[config.mk]
export PLATFORM = sky130hd
export DESIGN_NAME = msx_bus_master
export DESIGN_NICKNAME = d
export VERILOG_FILES = /design/src/rtl/msx_bus_pkg.sv /design/src/rtl/msx_tstate_timer.sv /design/src/rtl/msx_bus_master.sv
export SDC_FILE = /design/constraint.sdc
export NUM_CORES = 1
export LEC_CHECK = 0
export CORE_ASPECT_RATIO = 1.5
export CORE_MARGIN = 2
export CORE_UTILIZATION = 53
export CTS_BUF_LIST = sky130_fd_sc_hd__clkbuf_16
export CTS_CLUSTER_DIAMETER = 40
export DETAILED_ROUTE_END_ITERATION = 12
export HOLD_SLACK_MARGIN = 0.08
export PLACE_DENSITY = 0.85
export SYNTH_ARGS = -nofsm -noshare
export SYNTH_HDL_FRONTEND = slang
export SYNTH_SLANG_ARGS = --single-unit
[constraint.sdc]
create_clock -name CLK -period 3.15 [get_ports CLK]
set_input_delay 0.63 -clock CLK [delete_from_list [all_inputs] [get_ports CLK]]
set_output_delay 0.63 -clock CLK [all_outputs]
set_load 0.01 [all_outputs]
[src/rtl/msx_bus_pkg.sv]
// Shared types for the Z80-timed cartridge bus master.
package msx_bus_pkg;

  typedef enum logic [2:0] {IDLE, T1, T2, TW, T3} bus_state_t;

  typedef struct packed {
    logic        io;
    logic        wr;
    logic [15:0] addr;
    logic [7:0]  wdata;
  } bus_req_t;

endpackage

[src/rtl/msx_tstate_timer.sv]
// Divides CLK into Z80 T-states while the bus cycle runs; restarts at zero whenever idle.
module msx_tstate_timer #(
  parameter int TSTATE_CLKS = 4
) (
  input  logic CLK,
  input  logic RESET_n,
  input  logic run,
  output logic half_tick,
  output logic end_tick
);

  localparam int CW = $clog2(TSTATE_CLKS);

  logic [CW-1:0] cnt;

  always_ff @(posedge CLK or negedge RESET_n) begin
    if (!RESET_n)
      cnt <= '0;
    else if (!run || end_tick)
      cnt <= '0;
    else
      cnt <= cnt + 1'b1;
  end

  // half_tick marks the clock whose closing edge starts the second half of the T-state
  assign half_tick = run && (cnt == CW'(TSTATE_CLKS / 2 - 1));
  assign end_tick  = run && (cnt == CW'(TSTATE_CLKS - 1));

endmodule

[src/rtl/msx_bus_master.sv]
// Host-side slot initiator: turns single-beat requests into Z80 memory/I/O cycles,
// inserting wait states from WAIT_n and aborting with ERR after WAIT_TIMEOUT waits.
module msx_bus_master
  import msx_bus_pkg::*;
#(
  parameter int TSTATE_CLKS  = 4,
  parameter int WAIT_TIMEOUT = 1024
) (
  input  logic        CLK,
  input  logic        RESET_n,
  input  logic        REQ,
  input  logic        REQ_IO,
  input  logic        REQ_WR,
  input  logic [15:0] REQ_ADDR,
  input  logic [7:0]  REQ_WDATA,
  output logic        ACK,
  output logic [7:0]  RDATA,
  output logic        ERR,
  output logic        BUSY,
  output logic [15:0] ADDR,
  output logic [7:0]  DOUT,
  input  logic [7:0]  DIN,
  output logic        SLTSL_n,
  output logic        MERQ_n,
  output logic        IORQ_n,
  output logic        RD_n,
  output logic        WR_n,
  input  logic        WAIT_n
);

  localparam int WCW = $clog2(WAIT_TIMEOUT + 1);

  bus_state_t     state, state_nx;
  bus_req_t       req_q;
  logic [WCW-1:0] wait_cnt;
  logic           err_q;
  logic           ack_pend;
  logic           half_tick, end_tick;
  logic           accept, wait_hit, timeout;

  msx_tstate_timer #(.TSTATE_CLKS(TSTATE_CLKS)) u_timer (
    .CLK       (CLK),
    .RESET_n   (RESET_n),
    .run       (state != IDLE),
    .half_tick (half_tick),
    .end_tick  (end_tick)
  );

  // ack_pend blocks the clock that raises ACK, ACK itself blocks the next one
  assign accept   = (state == IDLE) && REQ && !ACK && !ack_pend;
  assign wait_hit = !WAIT_n;
  assign timeout  = (wait_cnt == WCW'(WAIT_TIMEOUT));
  assign ADDR     = req_q.addr;

  always_ff @(posedge CLK or negedge RESET_n) begin
    if (!RESET_n)
      state <= IDLE;
    else
      state <= state_nx;
  end

  always_comb begin
    state_nx = state;
    case (state)
      IDLE: if (accept) state_nx = T1;
      T1:   if (end_tick) state_nx = T2;
      // I/O always takes one forced wait; memory only on a sampled WAIT_n low
      T2:   if (end_tick) state_nx = (req_q.io || wait_hit) ? TW : T3;
      TW:   if (end_tick) state_nx = (wait_hit && !timeout) ? TW : T3;
      T3:   if (end_tick) state_nx = IDLE;
      default: state_nx = IDLE;
    endcase
  end

  always_ff @(posedge CLK or negedge RESET_n) begin
    if (!RESET_n) begin
      req_q    <= '0;
      wait_cnt <= '0;
      err_q    <= 1'b0;
      ack_pend <= 1'b0;
      ACK      <= 1'b0;
      ERR      <= 1'b0;
      BUSY     <= 1'b0;
      RDATA    <= 8'h00;
      DOUT     <= 8'h00;
      SLTSL_n  <= 1'b1;
      MERQ_n   <= 1'b1;
      IORQ_n   <= 1'b1;
      RD_n     <= 1'b1;
      WR_n     <= 1'b1;
    end else begin
      ACK <= 1'b0;
      ERR <= 1'b0;
      if (ack_pend) begin
        ACK      <= 1'b1;
        ERR      <= err_q;
        BUSY     <= 1'b0;
        ack_pend <= 1'b0;
      end
      case (state)
        IDLE: begin
          if (accept) begin
            req_q    <= '{io: REQ_IO, wr: REQ_WR, addr: REQ_ADDR, wdata: REQ_WDATA};
            BUSY     <= 1'b1;
            err_q    <= 1'b0;
            wait_cnt <= '0;
          end
        end
        T1: begin
          if (half_tick) begin
            if (req_q.io) begin
              IORQ_n <= 1'b0;
            end else begin
              MERQ_n  <= 1'b0;
              SLTSL_n <= 1'b0;
            end
            if (!req_q.wr) RD_n <= 1'b0;
          end
          if (end_tick && req_q.wr) begin
            DOUT <= req_q.wdata;
            WR_n <= 1'b0;
          end
        end
        T2: begin
          if (end_tick)
            wait_cnt <= (!req_q.io && wait_hit) ? WCW'(1) : '0;
        end
        TW: begin
          if (end_tick && wait_hit) begin
            if (timeout)
              err_q <= 1'b1;
            else
              wait_cnt <= wait_cnt + 1'b1;
          end
        end
        T3: begin
          if (end_tick) begin
            if (!req_q.wr) RDATA <= DIN;
            SLTSL_n  <= 1'b1;
            MERQ_n   <= 1'b1;
            IORQ_n   <= 1'b1;
            RD_n     <= 1'b1;
            WR_n     <= 1'b1;
            ack_pend <= 1'b1;
          end
        end
        default: ;
      endcase
    end
  end

endmodule
==> flow_summary.json, run 1 <==
{
  "status": "finished, final reports clean",
  "clk_transition_reported_paths_ns": 0.05,
  "areaGrowthSynthToFinish_pct": 31.7,
  "grt_max_degree": 32,
  "fin_nets": 351,
  "tightest_slew_ns": 0.691,
  "rsz0062_at_grt": "no",
  "seqPwrFrac_pct": 39.0,
  "worst-path-max-fanout": 9,
  "seq_area_frac_synth_pct": 54.6,
  "wire_per_inst_um": 16.0,
  "drt_wl_total_um": 6170,
  "ir_drop_mv": 0.673,
  "grt_pass1_wl_um": 10400,
  "place_congestion": 0.856,
  "cts_setup_buffers": 0,
  "vias_per_cell": 5.58,
  "antenna_left": 0,
  "drtIter0Drc": 186,
  "ys.warnings.count": 0,
  "worst_setup_path_end_kind": "flop",
  "setup_slack_ns": 1.04,
  "cts_tree": "yes",
  "num_io_pins": 78,
  "finalCriticalPeriod_ns": 2.11,
  "crit_chain": "clkdlybuf4s50_1, a21oi_1, a32oi_1, a21o_1, mux2_4",
  "post_cts_resized": 0,
  "fin_setup_tns_ns": 0,
  "drv_slew": 0,
  "cts_num_sinks": 67,
  "crit_path_start_kind": "input pin",
  "initial_utilization_pct": 54.0,
  "syn_nets": 288,
  "final_cells": 386,
  "route.detailed.drc": 0,
  "setup_viol": 0,
  "die_area_mm2": 0.00645,
  "max_freq_ghz": 0.474,
  "p_int_w": 0.00254,
  "synth_area_leaders": "dfrtp_1, mux2_2, mux2_1",
  "dp_cells": 370,
  "switching_share_pct": 29.5,
  "syn_area_mm2": 0.00308,
  "clock-root-buffer": "clkbuf_16",
  "synth_flop_cell": "dfrtp_1",
  "n_antenna_cell": 0,
  "netSwitchingPower_w": 0.00107,
  "finalCritPeriodShare_pct": 67.0,
  "synth.distinct_cells": 50,
  "crit_type": "in -> reg",
  "seqCellArea_mm2": 0.00168,
  "power_leakage_nw": 1.83,
  "syn_avg_cell_area_um2": 12.5,
  "maxCapViolCount": 0,
  "slew-limit-headroom_pct": 53.9,
  "grt_usage_pct": 21.4,
  "finalPower_w": 0.00360,
  "p_comb_share_pct": 32.5,
  "multi_input_area_mm2": 0.00115,
  "core_area_mm2": 0.00570,
  "die_y_um": 97.3,
  "drt_first_pass_iters": 4,
  "synth-async-reset-ratio_pct": 100,
  "num_vias": 2152,
  "yosysTopAreaCell": "dfrtp_1",
  "p_clk_share_pct": 28.5,
  "worstPathRequired_ns": 3.36,
  "ys_seq_elements": 67,
  "yosysTopAreaCellShare_pct": 51.2,
  "drive_above_1_share_pct": 19.7,
  "crit_path_max_incr_delay_ns": 0.67,
  "antenna_found_initial": 0,
  "cts_max_level": 3,
  "synth_edf_count": 0,
  "fillCellCount": 425,
  "cts_hold_buffers": 0,
  "critical_path.slowest_cell": "clkdlybuf4s50_1",
  "die_w_um": 66.2,
  "pre_cts_slack_ns": 0.778,
  "p_per_area_mw_per_mm2": 889,
  "cp.arrival_ns": 2.32,
  "overflow": 0,
  "place_hpwl_um": 4300,
  "clock_latency_ns": 0.32,
  "finalHoldViolCount": 0,
  "cts_buffers": 9,
  "std_cell_rows": 34,
  "hold_class": "in -> async",
  "skew_ns": 0.00394,
  "synthesis.instances": 246,
  "hold-worst-slack_ns": 0.349,
  "grt_pass1_vias": 2287,
  "portBuffers": 77,
  "cts_buffer_depth": 2
}
-- power groups by stage --
stage               logic, W  clock network (W)  registers (W)
CTS                  0.00119            0.00105        0.00141
global route         0.00128            0.00109        0.00145
detailed placement   0.00117                  0        0.00142
global placement     0.00114                  0        0.00140
floorplan           0.000817                  0        0.00137
finish               0.00117            0.00103        0.00141
-- per-stage QoR --
step                      cell area, um2  util (%)
after floorplan                     3080         -
after global placement              3740      65.7
after detailed placement            3740      65.7
after CTS                           4060      71.1
after global routing                4060      71.1
final                               4060      71.1
-- metal layers --
metal | global-route usage (%) | part of all wire, % | vias to the layer above
met5 | 0 | 0 | -
met4 | 10.8 | 3.7 | 0
met3 | 7.76 | 6.2 | 23
met2 | 33.4 | 51 | 74
met1 | 25.6 | 39 | 1070
li1 | - | - | 985
-- state kept, by name, indices dropped and copies added (netlist names) --
register     flops
ERR              1
u_timer.cnt      2
DOUT             8
ack_pend         1
ADDR            16
RD_n             1
req_q           10
state            3
wait_cnt        11
IORQ_n           1
BUSY             1
RDATA            8
err_q            1
WR_n             1
MERQ_n           1
ACK              1
-- cells in the final DEF (no fill, tap or decap), drive strengths merged, types with 3 or more instances in the layout --
| cell type | synthesis | routed |
|---|---|---|
| clkdlybuf4s50 | 0 | 76 |
| dfrtp | 63 | 63 |
| mux2 | 43 | 43 |
| o21ai | 16 | 16 |
| nand2 | 13 | 13 |
| inv | 8 | 10 |
| clkbuf | 1 | 9 |
| nor2 | 9 | 9 |
| a21oi | 8 | 8 |
| nand3 | 5 | 5 |
| nor3 | 5 | 5 |
| dfstp | 4 | 4 |
| ha | 4 | 4 |
| nand2b | 4 | 4 |
| buf | 27 | 4 |
| and2 | 3 | 3 |
| and3 | 3 | 3 |
| o31ai | 3 | 3 |
| nand4 | 3 | 3 |
| clkinv | 0 | 3 |
-- cell usage after synthesis, drive strengths merged (4+ instances only) --
library cell	n
nand2b	4
nand2	13
ha	4
mux2	43
o21ai	16
nand3	5
inv	8
nor3	5
dfrtp	63
nor2	9
buf	27
dfstp	4
a21oi	8
-- layout make-up --
class | count | area share [%]
sequential | 67 | 41.5
multi-input combinational | 143 | 28.5
timing repair buffer | 80 | 19.4
clock buffer | 9 | 5.55
tap | 72 | 2.22
clock inverter | 7 | 2.10
inverter | 8 | 0.741
-- kinds of logic (layout without fill, tap and decap cells) --
family	after synthesis	in the layout	synth area share (%)
simple gates	56	56	11.7
compound gates	40	40	8.33
mux	43	43	15.9
flops	67	67	54.6
fa+ha+maj	4	4	1.63
buf+inv	36	104	7.85
-- path summary, 6_finish.rpt --
check	start	endpoint	slack (ns)	cells past startpoint
max	WAIT_n	wait_cnt[0]$_DFFE_PN0P_	1.04	5
min	RESET_n	ADDR[11]$_DFFE_PN0P_	0.35	1
max reg2reg	u_timer.cnt[0]$_DFF_PN0_	RDATA[7]$_DFFE_PN0P_	1.30	4
min reg2reg	ack_pend$_DFF_PN0_	ACK$_DFF_PN0_	0.46	0
max in group asynchronous	RESET_n	IORQ_n$_DFFE_PN1P_	2.00	2
min in group CLK	ack_pend$_DFF_PN0_	ACK$_DFF_PN0_	0.46	0
-- critical path, delay by kind of cell --
kind | cells | cell delay, ns
AOI/OAI and AO/OA | 3 | 0.72
muxes | 1 | 0.30
buffers and inverters | 1 | 0.67
Note: power is estimated with default switching activity, not from simulation.
==> run 2: changes to the inputs <==
--- a/config.mk
+++ b/config.mk
@@ -7,12 +7,12 @@
 export LEC_CHECK = 0
 export CORE_ASPECT_RATIO = 1.5
 export CORE_MARGIN = 2
-export CORE_UTILIZATION = 53
+export CORE_UTILIZATION = 49
 export CTS_BUF_LIST = sky130_fd_sc_hd__clkbuf_16
 export CTS_CLUSTER_DIAMETER = 40
 export DETAILED_ROUTE_END_ITERATION = 12
 export HOLD_SLACK_MARGIN = 0.08
-export PLACE_DENSITY = 0.85
+export PLACE_DENSITY = 0.8
 export SYNTH_ARGS = -nofsm -noshare
 export SYNTH_HDL_FRONTEND = slang
 export SYNTH_SLANG_ARGS = --single-unit
==> constraint.sdc (replaced) <==
create_clock -name CLK -period 2 [get_ports CLK]
set_input_delay 0.4 -clock CLK [delete_from_list [all_inputs] [get_ports CLK]]
set_output_delay 0.4 -clock CLK [all_outputs]
set_load 0.01 [all_outputs]
==> run 2 against run 1 <==
Compared with the run above: clock power increased by 49%; combinational power is 57% higher; hold slack worse by 0.28 ns; register-to-register slack worse by 1.1 ns; first-iteration DRC count fell by 2.2%; global-route usage decreased by 1.4 points; wire length grew 0.31%; via count decreased by 1.1%; critical path depth decreased by 4; highest routed layer unchanged.
==> flow_summary.json, run 2 (synthesized netlist as in run 1, its figures left out) <==
{
  "drv_slew": 0,
  "worst-path-max-fanout": 2,
  "cts_buffers": 9,
  "crit_buf_inv": 1,
  "antenna_found_initial": 0,
  "power_leakage_nw": 1.83,
  "critical_path.slowest_cell": "clkdlybuf4s50_1",
  "overflow": 0,
  "slew-limit-headroom_pct": 67.8,
  "post_cts_resized": 0,
  "drt_first_pass_iters": 4,
  "tightest_slew_ns": 0.483,
  "cts_hold_buffers": 0,
  "core_area_mm2": 0.00613,
  "initial_utilization_pct": 50.2,
  "areaGrowthSynthToFinish_pct": 32.4,
  "wire_per_inst_um": 15.8,
  "vias_per_cell": 5.45,
  "num_io_pins": 78,
  "die_y_um": 101,
  "grt_usage_pct": 20.0,
  "crit_chain": "clkdlybuf4s50_1",
  "hold-worst-slack_ns": 0.0667,
  "place_hpwl_um": 4290,
  "rsz0062_at_grt": "no",
  "die_area_mm2": 0.00694,
  "cts_setup_buffers": 0,
  "finalPower_w": 0.00559,
  "hold_class": "in -> async",
  "antenna_left": 0,
  "crit_type": "reg -> out",
  "dp_cells": 375,
  "drive_above_1_share_pct": 21.1,
  "max_freq_ghz": 0.551,
  "num_vias": 2129,
  "std_cell_rows": 35,
  "die_w_um": 68.7,
  "worst_setup_path_end_kind": "output pin",
  "maxCapViolCount": 0,
  "place_congestion": 0.788,
  "grt_max_degree": 68,
  "ir_drop_mv": 0.828,
  "cts_buffer_depth": 2,
  "seqCellArea_mm2": 0.00168,
  "drt_wl_total_um": 6190,
  "grt_pass1_wl_um": 10200,
  "cp.arrival_ns": 1.42,
  "cts_num_sinks": 67,
  "clock_latency_ns": 0.33,
  "skew_ns": 0.00535,
  "crit_path_max_incr_delay_ns": 0.55,
  "clock-root-buffer": "clkbuf_16",
  "final_cells": 391,
  "fin_nets": 354,
  "mostFrequentLayoutCells": "clkdlybuf4s50_1, dfrtp_1, mux2_2, o21ai_0, mux2_1",
  "clk_transition_reported_paths_ns": 0.05,
  "multi_input_area_mm2": 0.00115,
  "grt_pass1_vias": 2193,
  "largest_reg_flops": 16,
  "finalHoldViolCount": 0,
  "crit_path_start_kind": "flop",
  "crit_family": "buffers and inverters",
  "worstPathRequired_ns": 1.60,
  "setup_viol": 0,
  "route.detailed.drc": 0,
  "finalCritPeriodShare_pct": 90.8,
  "cts_max_level": 3,
  "fillCellCount": 454,
  "finalCriticalPeriod_ns": 1.82,
  "portBuffers": 77,
  "final_common_cell": "clkdlybuf4s50_1",
  "status": "finished, final reports clean",
  "drtIter0Drc": 182,
  "n_antenna_cell": 0,
  "cts_tree": "yes",
  "p_per_area_mw_per_mm2": 1370
}
==> run 2: changes by cell type in the layout (fill, tap and decap cells not counted), sizes merged <==
| cell | change |
|---|---|
| buf | +3 |
| bufinv | -1 |
| clkinv | +2 |
| clkinvlp | +1 |
| inv | -2 |
==> run 2: worst paths after layout <==
path                                             to  cells past startpoint                      from  slack [ns]
setup / recovery                               WR_n                      1          WR_n$_DFFE_PN1P_        0.18
hold / removal             wait_cnt[10]$_DFFE_PN0P_                      2                   RESET_n        0.07
setup reg to reg           wait_cnt[10]$_DFFE_PN0P_                      4  u_timer.cnt[0]$_DFF_PN0_        0.22
hold reg to reg                       ACK$_DFF_PN0_                      0        ack_pend$_DFF_PN0_        0.47
max in group asynchronous        MERQ_n$_DFFE_PN1P_                      2                   RESET_n        1.58
min in group CLK                      ACK$_DFF_PN0_                      0        ack_pend$_DFF_PN0_        0.47
==> run 2: through the flow <==
| step | util (%) | area [um2] | setup WS (ns) | TNS (ns) |
|---|---|---|---|---|
| finish | 66.5 | 4080 | 0.185 | 0 |
| global route | 66.5 | 4080 | 0.0866 | 0 |
| CTS | 66.5 | 4080 | 0.174 | 0 |
| detailed placement | 61.7 | 3780 | -0.0144 | -0.0152 |
| global placement | 61.7 | 3780 | 0.0180 | 0 |
| floorplan | - | 3080 | 0.456 | 0 |
==> run 2: power by group <==
group          total, W  leakage, nW  switching (W)  internal [W]
clock network   0.00153        0.143       0.000573      0.000958
logic           0.00184        0.843       0.000753       0.00109
registers       0.00222        0.842       0.000378       0.00184
total           0.00559         1.83        0.00170       0.00389
==> run 2: cell type report <==
type	instances	share of cell area (%)
flip-flops and latches	67	41.3
multi-input cells	143	28.3
repair buffers	83	20.2
inverters	8	0.737
clock inverters	7	1.69
clock buffers	9	5.52
well taps	74	2.27
==> run 2: layer usage <==
layer | global-route usage [%] | part of all wire (%) | vias to the layer above
met5 | 0 | 0 | -
met4 | 12.1 | 2.6 | 0
met3 | 3.58 | 5.1 | 12
met2 | 32.3 | 53 | 72
met1 | 24.2 | 39 | 1057
li1 | - | - | 988
